<file path="config.mk">
export PLATFORM = sky130hd
export DESIGN_NAME = vga_timing_core
export DESIGN_NICKNAME = d
export VERILOG_FILES = /design/src/rtl/vga_timing_core.sv
export SDC_FILE = /design/constraint.sdc
export NUM_CORES = 1
export LEC_CHECK = 0
export BUFFER_PORTS_ARGS = -buffer_cell sky130_fd_sc_hd__clkbuf_2
export CORE_UTILIZATION = 60
export DETAILED_ROUTE_END_ITERATION = 8
export MAX_ROUTING_LAYER = met4
export PLACE_DENSITY = 0.94
export SLEW_MARGIN = 25
export SYNTH_ARGS = -nofsm -noshare
export SYNTH_HDL_FRONTEND = slang
export SYNTH_SLANG_ARGS = --single-unit
</file>
<file path="constraint.sdc">
create_clock -name pclk -period 9.45 [get_ports pclk]
set_input_delay 1.89 -clock pclk [delete_from_list [all_inputs] [get_ports pclk]]
set_output_delay 1.89 -clock pclk [all_outputs]
set_load 0.01 [all_outputs]
</file>
<file path="src/rtl/vga_timing_core.sv">
// vga_timing_core
//
// Parametrised VGA raster engine. Sits between the configuration register
// bank (cfg_* inputs) and the display pads. It pulls pixels from the
// framebuffer fetch FIFO over a valid/ready stream.
//
// Pipeline
//   stage 1 : registered raster position (hcnt/vcnt) plus the registered
//             active-area flag that drives pix_ready_o.
//   stage 2 : registered pad outputs (syncs, DE, RGB, frame IRQ), one cycle
//             behind stage 1.
//
// Ports
//   pclk, prst              pixel clock, asynchronous active-high reset
//   en_i                    raster enable
//   hpol_i, vpol_i          sync active level (1 = active-high)
//   cfg_h*_i, cfg_v*_i      visible / front porch / sync / back porch sizes
//   pix_valid_i, pix_data_i pixel stream from the fetch FIFO
//   pix_ready_o             pixel consumed when pix_valid_i is also high
//   vga_hsync_o/vsync_o     sync pads
//   vga_de_o, vga_rgb_o     display enable and pixel (0 outside DE/underrun)
//   hcnt_o, vcnt_o          stage-1 raster position (low CNT_WIDTH bits)
//   frame_irq_o             1-cycle pulse at the first vertical front porch pixel
//   underrun_o              sticky underrun flag, cleared by underrun_clr_i
//
// Configuration (sizes and polarities) is captured in shadow registers while
// the raster is disabled and on the last pixel of each frame, so register
// writes mid-frame only take effect from the next frame on.

module vga_timing_core #(
  parameter int CNT_WIDTH = 12,
  parameter int RGB_WIDTH = 16
) (
  input  logic                 pclk,
  input  logic                 prst,
  input  logic                 en_i,
  input  logic                 hpol_i,
  input  logic                 vpol_i,
  input  logic [CNT_WIDTH-1:0] cfg_hv_i,
  input  logic [CNT_WIDTH-1:0] cfg_hfp_i,
  input  logic [CNT_WIDTH-1:0] cfg_hsn_i,
  input  logic [CNT_WIDTH-1:0] cfg_hbp_i,
  input  logic [CNT_WIDTH-1:0] cfg_vv_i,
  input  logic [CNT_WIDTH-1:0] cfg_vfp_i,
  input  logic [CNT_WIDTH-1:0] cfg_vsn_i,
  input  logic [CNT_WIDTH-1:0] cfg_vbp_i,
  input  logic                 pix_valid_i,
  input  logic [RGB_WIDTH-1:0] pix_data_i,
  output logic                 pix_ready_o,
  output logic                 vga_hsync_o,
  output logic                 vga_vsync_o,
  output logic                 vga_de_o,
  output logic [RGB_WIDTH-1:0] vga_rgb_o,
  output logic [CNT_WIDTH-1:0] hcnt_o,
  output logic [CNT_WIDTH-1:0] vcnt_o,
  output logic                 frame_irq_o,
  output logic                 underrun_o,
  input  logic                 underrun_clr_i
);

  // Two extra bits: the sum of four CNT_WIDTH fields never overflows.
  localparam int PW = CNT_WIDTH + 2;
  localparam logic [PW-1:0] ZERO_C = {PW{1'b0}};
  localparam logic [PW-1:0] ONE_C  = {{(PW-1){1'b0}}, 1'b1};

  // A programmed size of zero would make the counters never match their
  // terminal value, so it is promoted to one on capture.
  function automatic logic [PW-1:0] fix_size(input logic [CNT_WIDTH-1:0] size);
    logic [PW-1:0] res;
    if (size == {CNT_WIDTH{1'b0}}) begin
      res = ONE_C;
    end else begin
      res = {2'b00, size};
    end
    return res;
  endfunction

  // Shadow configuration (current frame)
  logic [PW-1:0] sh_hv_r, sh_hfp_r, sh_hsn_r, sh_hbp_r;
  logic [PW-1:0] sh_vv_r, sh_vfp_r, sh_vsn_r, sh_vbp_r;
  logic          sh_hpol_r, sh_vpol_r;
  logic [PW-1:0] sh_hv_s, sh_hfp_s, sh_hsn_s, sh_hbp_s;
  logic [PW-1:0] sh_vv_s, sh_vfp_s, sh_vsn_s, sh_vbp_s;
  logic          sh_hpol_s, sh_vpol_s;

  // Stage 1
  logic          active_r, active_s;
  logic [PW-1:0] hcnt_r, hcnt_s;
  logic [PW-1:0] vcnt_r, vcnt_s;
  logic          de_s1_r, de_s1_s;

  // Stage 2
  logic                 hsync_r, hsync_s;
  logic                 vsync_r, vsync_s;
  logic                 de2_r, de2_s;
  logic [RGB_WIDTH-1:0] rgb_r, rgb_s;
  logic                 irq_r, irq_s;
  logic                 underrun_r, underrun_s;

  // Decoded timing of the current frame
  logic [PW-1:0] htot_s, vtot_s;
  logic [PW-1:0] hs_start_s, hs_stop_s, vs_start_s, vs_stop_s;
  logic          h_last_s, v_last_s, frame_end_s, load_s, run_s;
  logic          h_act_s, v_act_s;

  // Frame totals, sync windows and frame-boundary detection
  always_comb begin
    htot_s      = sh_hv_r + sh_hfp_r + sh_hsn_r + sh_hbp_r;
    vtot_s      = sh_vv_r + sh_vfp_r + sh_vsn_r + sh_vbp_r;
    hs_start_s  = sh_hv_r + sh_hfp_r;
    hs_stop_s   = hs_start_s + sh_hsn_r;
    vs_start_s  = sh_vv_r + sh_vfp_r;
    vs_stop_s   = vs_start_s + sh_vsn_r;
    h_last_s    = (hcnt_r == (htot_s - ONE_C));
    v_last_s    = (vcnt_r == (vtot_s - ONE_C));
    frame_end_s = active_r && h_last_s && v_last_s;
    // Shadows track the inputs while disabled and reload at frame end.
    load_s      = !en_i || frame_end_s;
    // Stage 1 holds a real raster position only while enabled and running.
    run_s       = en_i && active_r;
  end

  // Shadow register next state
  always_comb begin
    if (load_s) begin
      sh_hv_s   = fix_size(cfg_hv_i);
      sh_hfp_s  = fix_size(cfg_hfp_i);
      sh_hsn_s  = fix_size(cfg_hsn_i);
      sh_hbp_s  = fix_size(cfg_hbp_i);
      sh_vv_s   = fix_size(cfg_vv_i);
      sh_vfp_s  = fix_size(cfg_vfp_i);
      sh_vsn_s  = fix_size(cfg_vsn_i);
      sh_vbp_s  = fix_size(cfg_vbp_i);
      sh_hpol_s = hpol_i;
      sh_vpol_s = vpol_i;
    end else begin
      sh_hv_s   = sh_hv_r;
      sh_hfp_s  = sh_hfp_r;
      sh_hsn_s  = sh_hsn_r;
      sh_hbp_s  = sh_hbp_r;
      sh_vv_s   = sh_vv_r;
      sh_vfp_s  = sh_vfp_r;
      sh_vsn_s  = sh_vsn_r;
      sh_vbp_s  = sh_vbp_r;
      sh_hpol_s = sh_hpol_r;
      sh_vpol_s = sh_vpol_r;
    end
  end

  // Stage 1 next state: raster counters and the active-area flag
  always_comb begin
    hcnt_s   = ZERO_C;
    vcnt_s   = ZERO_C;
    active_s = 1'b0;
    if (!en_i) begin
      // Disabled: park at (0,0); any partial line is abandoned.
      active_s = 1'b0;
    end else if (!active_r) begin
      // First enabled cycle starts the frame at (0,0).
      active_s = 1'b1;
    end else begin
      active_s = 1'b1;
      if (h_last_s) begin
        hcnt_s = ZERO_C;
        if (v_last_s) begin
          vcnt_s = ZERO_C;
        end else begin
          vcnt_s = vcnt_r + ONE_C;
        end
      end else begin
        hcnt_s = hcnt_r + ONE_C;
        vcnt_s = vcnt_r;
      end
    end
    // Uses the next shadows so a new frame is judged by its own sizes.
    de_s1_s = active_s && (hcnt_s < sh_hv_s) && (vcnt_s < sh_vv_s);
  end

  // Stage 2 next state: pads, pixel capture, IRQ and underrun flag
  always_comb begin
    h_act_s = (hcnt_r >= hs_start_s) && (hcnt_r < hs_stop_s);
    // vcnt only moves on a line wrap, so vsync edges align with hcnt==0.
    v_act_s = (vcnt_r >= vs_start_s) && (vcnt_r < vs_stop_s);
    if (run_s && h_act_s) begin
      hsync_s = sh_hpol_r;
    end else begin
      hsync_s = ~sh_hpol_r;
    end
    if (run_s && v_act_s) begin
      vsync_s = sh_vpol_r;
    end else begin
      vsync_s = ~sh_vpol_r;
    end
    de2_s = en_i && de_s1_r;
    if (en_i && de_s1_r && pix_valid_i) begin
      rgb_s = pix_data_i;
    end else begin
      rgb_s = {RGB_WIDTH{1'b0}};
    end
    irq_s = run_s && (hcnt_r == ZERO_C) && (vcnt_r == sh_vv_r);
    // A new underrun takes priority over a simultaneous clear.
    if (de_s1_r && !pix_valid_i) begin
      underrun_s = 1'b1;
    end else if (underrun_clr_i) begin
      underrun_s = 1'b0;
    end else begin
      underrun_s = underrun_r;
    end
  end

  // State registers for shadows, stage 1 and stage 2
  always_ff @(posedge pclk or posedge prst) begin
    if (prst) begin
      sh_hv_r    <= ZERO_C;
      sh_hfp_r   <= ZERO_C;
      sh_hsn_r   <= ZERO_C;
      sh_hbp_r   <= ZERO_C;
      sh_vv_r    <= ZERO_C;
      sh_vfp_r   <= ZERO_C;
      sh_vsn_r   <= ZERO_C;
      sh_vbp_r   <= ZERO_C;
      sh_hpol_r  <= 1'b0;
      sh_vpol_r  <= 1'b0;
      active_r   <= 1'b0;
      hcnt_r     <= ZERO_C;
      vcnt_r     <= ZERO_C;
      de_s1_r    <= 1'b0;
      // Inactive level of the reset polarity shadow (0) is high.
      hsync_r    <= 1'b1;
      vsync_r    <= 1'b1;
      de2_r      <= 1'b0;
      rgb_r      <= {RGB_WIDTH{1'b0}};
      irq_r      <= 1'b0;
      underrun_r <= 1'b0;
    end else begin
      sh_hv_r    <= sh_hv_s;
      sh_hfp_r   <= sh_hfp_s;
      sh_hsn_r   <= sh_hsn_s;
      sh_hbp_r   <= sh_hbp_s;
      sh_vv_r    <= sh_vv_s;
      sh_vfp_r   <= sh_vfp_s;
      sh_vsn_r   <= sh_vsn_s;
      sh_vbp_r   <= sh_vbp_s;
      sh_hpol_r  <= sh_hpol_s;
      sh_vpol_r  <= sh_vpol_s;
      active_r   <= active_s;
      hcnt_r     <= hcnt_s;
      vcnt_r     <= vcnt_s;
      de_s1_r    <= de_s1_s;
      hsync_r    <= hsync_s;
      vsync_r    <= vsync_s;
      de2_r      <= de2_s;
      rgb_r      <= rgb_s;
      irq_r      <= irq_s;
      underrun_r <= underrun_s;
    end
  end

  assign pix_ready_o = de_s1_r;
  assign hcnt_o      = hcnt_r[CNT_WIDTH-1:0];
  assign vcnt_o      = vcnt_r[CNT_WIDTH-1:0];
  assign vga_hsync_o = hsync_r;
  assign vga_vsync_o = vsync_r;
  assign vga_de_o    = de2_r;
  assign vga_rgb_o   = rgb_r;
  assign frame_irq_o = irq_r;
  assign underrun_o  = underrun_r;

endmodule

</file>
==> flow_summary.ini <==
[min_path]
hold_start = sh_hpol_r
hold_class = flip-flop to flip-flop
hold_path_depth = 1

[grt]
grt_usage_pct = 33.0
antenna_found_initial = 0
grt_pass1_vias = 11100
grt_overflow_total = 0
grt_max_degree = 101
grt_pass1_wl_um = 54400

[cts]
cts_buffer_depth = 2
cts_tree = yes
cts_max_level = 4
cts.sinks = 153
cts.repair.resized = 0
clk_latency_ns = 0.44
cts.reportedPaths.clkPinSlew_ns = 0.07
ctsHoldBuffers = 0
cts_root_buf = clkbuf_16
cts_made_buffers = 17
postCtsSetupBuffers = 0

[timing]
finalSetupViolCount = 0
hold_viol_final = 0
tightest_slew_ns = 0.926
grt_setup_unrepaired = no
totalNegativeSetupSlack_ns = 0
fin_skew_ns = 0.0117
slew_viol_final = 0
fin_ws_ns = 1.15
fmax_ghz = 0.121
max_slew_margin_pct = 38.2
finalCritPeriodShare_pct = 87.8
period_needed_ns = 8.30

[placed_design]
io_buffers = 164
dp_slack_ns = 1.09
dp_hpwl_um = 26300
place_congestion = 0.970

[detailed_routing]
drt-wirelength-per-cell_um = 19.4
vias = 11000
first_pass_iters = 6
vias_per_cell = 6.28
antenna_left = 0
drtIter0Drc = 995
post-route-drc-count = 0
wl_um = 34100

[die]
start_util_pct = 61.8
io_pins = 165
chipHeight_um = 147
fp.dieArea_um2 = 21600
coreArea_um2 = 20400
row_count = 52
die_w_um = 147

[power]
p_sw_uw = 2030
pwr-share-clk_pct = 15.8
p_int_uw = 2390
seq_power_share_pct = 16.7
power_density_nw_per_um2 = 313
combPwrFrac_pct = 67.5
p_leak_uw = 0.00716
ir_drop_mv = 0.211
netSwitchingFraction_pct = 45.9

[logic_synthesis]
yosysTopAreaCell = dfrtp_1
ys_top_cells_by_area = dfrtp_1 (30%), ha_1 (17%), mux2_2 (6.3%), xnor2_1 (5.3%), inv_1 (4.6%)
synthFlopType = dfrtp_1
syn_area_um2 = 12600
yosysSeqAreaShare_pct = 30.4
yosysWarnings = 0
synth_nets = 1632
synthArstFlopShare_pct = 100
ys_ff_latch = 153
yosys.area.top_type_share_pct = 29.9
syn_inst = 1334
syn_avg_cell_area_um2 = 9.46
yosysUniqueCellTypes = 73
synth_edf_count = 0

[layout]
ff_latch_area_um2 = 3830
syn2layout_area_growth_pct = 12.1
nNetsFinal = 1770
drive_gt1_share_pct = 19.8
fillers = 1444
multi_input_area_um2 = 7910
diodes = 0
layout_commonest_cell = ha_1
layout_common_cells = ha_1 (173), clkbuf_2 (164), inv_1 (153)

[critical_path]
r2r_cells = 32
crit_fanout = 15
cp_slowest_cell = or4b_1
critPathRequiredTime_ns = 9.81
slowest_delay_ns = 0.51
critPathLaunch = sh_vv_r[0]
critPathCaptureType = flip-flop
worstSetupPathType = flip-flop to flip-flop
rr_startpoint = sh_vv_r[0]
cpMostUsedCell = ha_1
worst_setup_path_start_kind = flip-flop
arrival_ns = 8.65

[outcome]
status = finished clean

[flow_run]
drv_cap = 0
==> synthesized netlist by cell type (all sizes together), types with 5 or more instances <==
cell     instances
xnor2           77
ha             173
fa               6
and4             5
and2            19
xor2            48
nand2           55
nor2b           15
inv            154
o2111ai          5
mux2i           28
a21o            40
mux2            71
nand3           23
o21bai          10
nand4           23
nor3            25
nand2b          14
a31oi            9
o211ai          13
buf             36
nor4            27
or3              6
nor2            61
dfrtp          151
a311oi           6
and3            12
a21oi           76
clkbuf          15
or2              5
o21ai           42
a211oi          10
o21a            17
==> flip-flops by register name, indices dropped and copies added (netlist names), 12 cells and up <==
register   count
vga_rgb_o     16
sh_hfp_r      12
sh_hsn_r      12
sh_hv_r       14
sh_vv_r       14
sh_vbp_r      12
hcnt_r        14
sh_hbp_r      12
sh_vsn_r      12
vcnt_r        14
sh_vfp_r      12
==> power by group through the flow <==
stage | logic, uW | clock network, uW | registers, uW
2_1_floorplan | 2320 | 0 | 737
3_3_place_gp | 2810 | 0 | 746
3_5_place_dp | 2890 | 0 | 749
4_1_cts | 2930 | 703 | 738
5_1_grt | 3280 | 732 | 743
6_report | 2990 | 698 | 739
==> worst max-delay path, delay by kind of cell (launching register included) <==
kind | cells | cell delay, ns
flip-flops | 1 | 0.41
buffers and inverters | 2 | 0.33
XOR/XNOR | 3 | 0.54
AND/OR/NAND/NOR | 5 | 1.27
AO/OA/AOI/OAI | 15 | 3.55
adder cells (fa/ha/maj) | 6 | 1.89
multiplexers | 1 | 0.21
==> stage by stage <==
stage                     hold slack (ns)  instance area [um^2]  util [%]  std cells  total power [uW]
final                               0.430                 14100      69.2       1755              4420
after global routing                0.452                 14100      69.2       1755              4760
after CTS                           0.434                 14100      69.1       1754              4370
after detailed placement            0.425                 13500      66.2       1722              3640
after global placement              0.409                 13500      66.2       1722              3560
after floorplan                     0.402                 12600         -       1334              3050
==> cells by family after synthesis <==
group / after synthesis / synth area share, %
AOI/OAI and AO/OA: 266 / 14.2
muxes: 99 / 8.58
and+or+nand+nor: 306 / 12.8
DFF: 153 / 30.4
buffers and inverters: 205 / 7.13
adders and majority gates: 179 / 18.1
xor gates and xnor gates: 126 / 8.85
==> path summary, 6_finish.rpt <==
| path | to | slack [ns] |
|---|---|---|
| setup / recovery | pix_ready_o | 1.15 |
| hold / removal | vga_hsync_o | 0.43 |
| setup reg to reg | pix_ready_o | 1.15 |
| hold reg to reg | vga_hsync_o | 0.43 |
| max in group asynchronous | sh_vbp_r[11] | 6.47 |
| min in group asynchronous | sh_hfp_r[3] | 1.63 |
==> final cells by class <==
type | instances | area share (%)
Multi-Input combinational cell | 976 | 55.9
Sequential cell | 153 | 27.1
Timing Repair Buffer | 170 | 6.26
Inverter | 154 | 4.12
Clock buffer | 20 | 3.30
Tap cell | 270 | 2.39
Clock inverter | 12 | 0.929
==> routing by layer <==
| layer | wire length [um] | GRT usage, % | vias to the layer above | part of all wire (%) |
|---|---|---|---|---|
| met5 | 0 | - | - | 0 |
| met2 | 16400 | 54.3 | 620 | 48 |
| met4 | 1350 | 14.5 | 0 | 4.0 |
| li1 | - | - | 4991 | - |
| met1 | 13500 | 38.8 | 5276 | 40 |
| met3 | 2800 | 6.93 | 130 | 8.2 |
No activity file was read; power rests on OpenSTA's default activity.
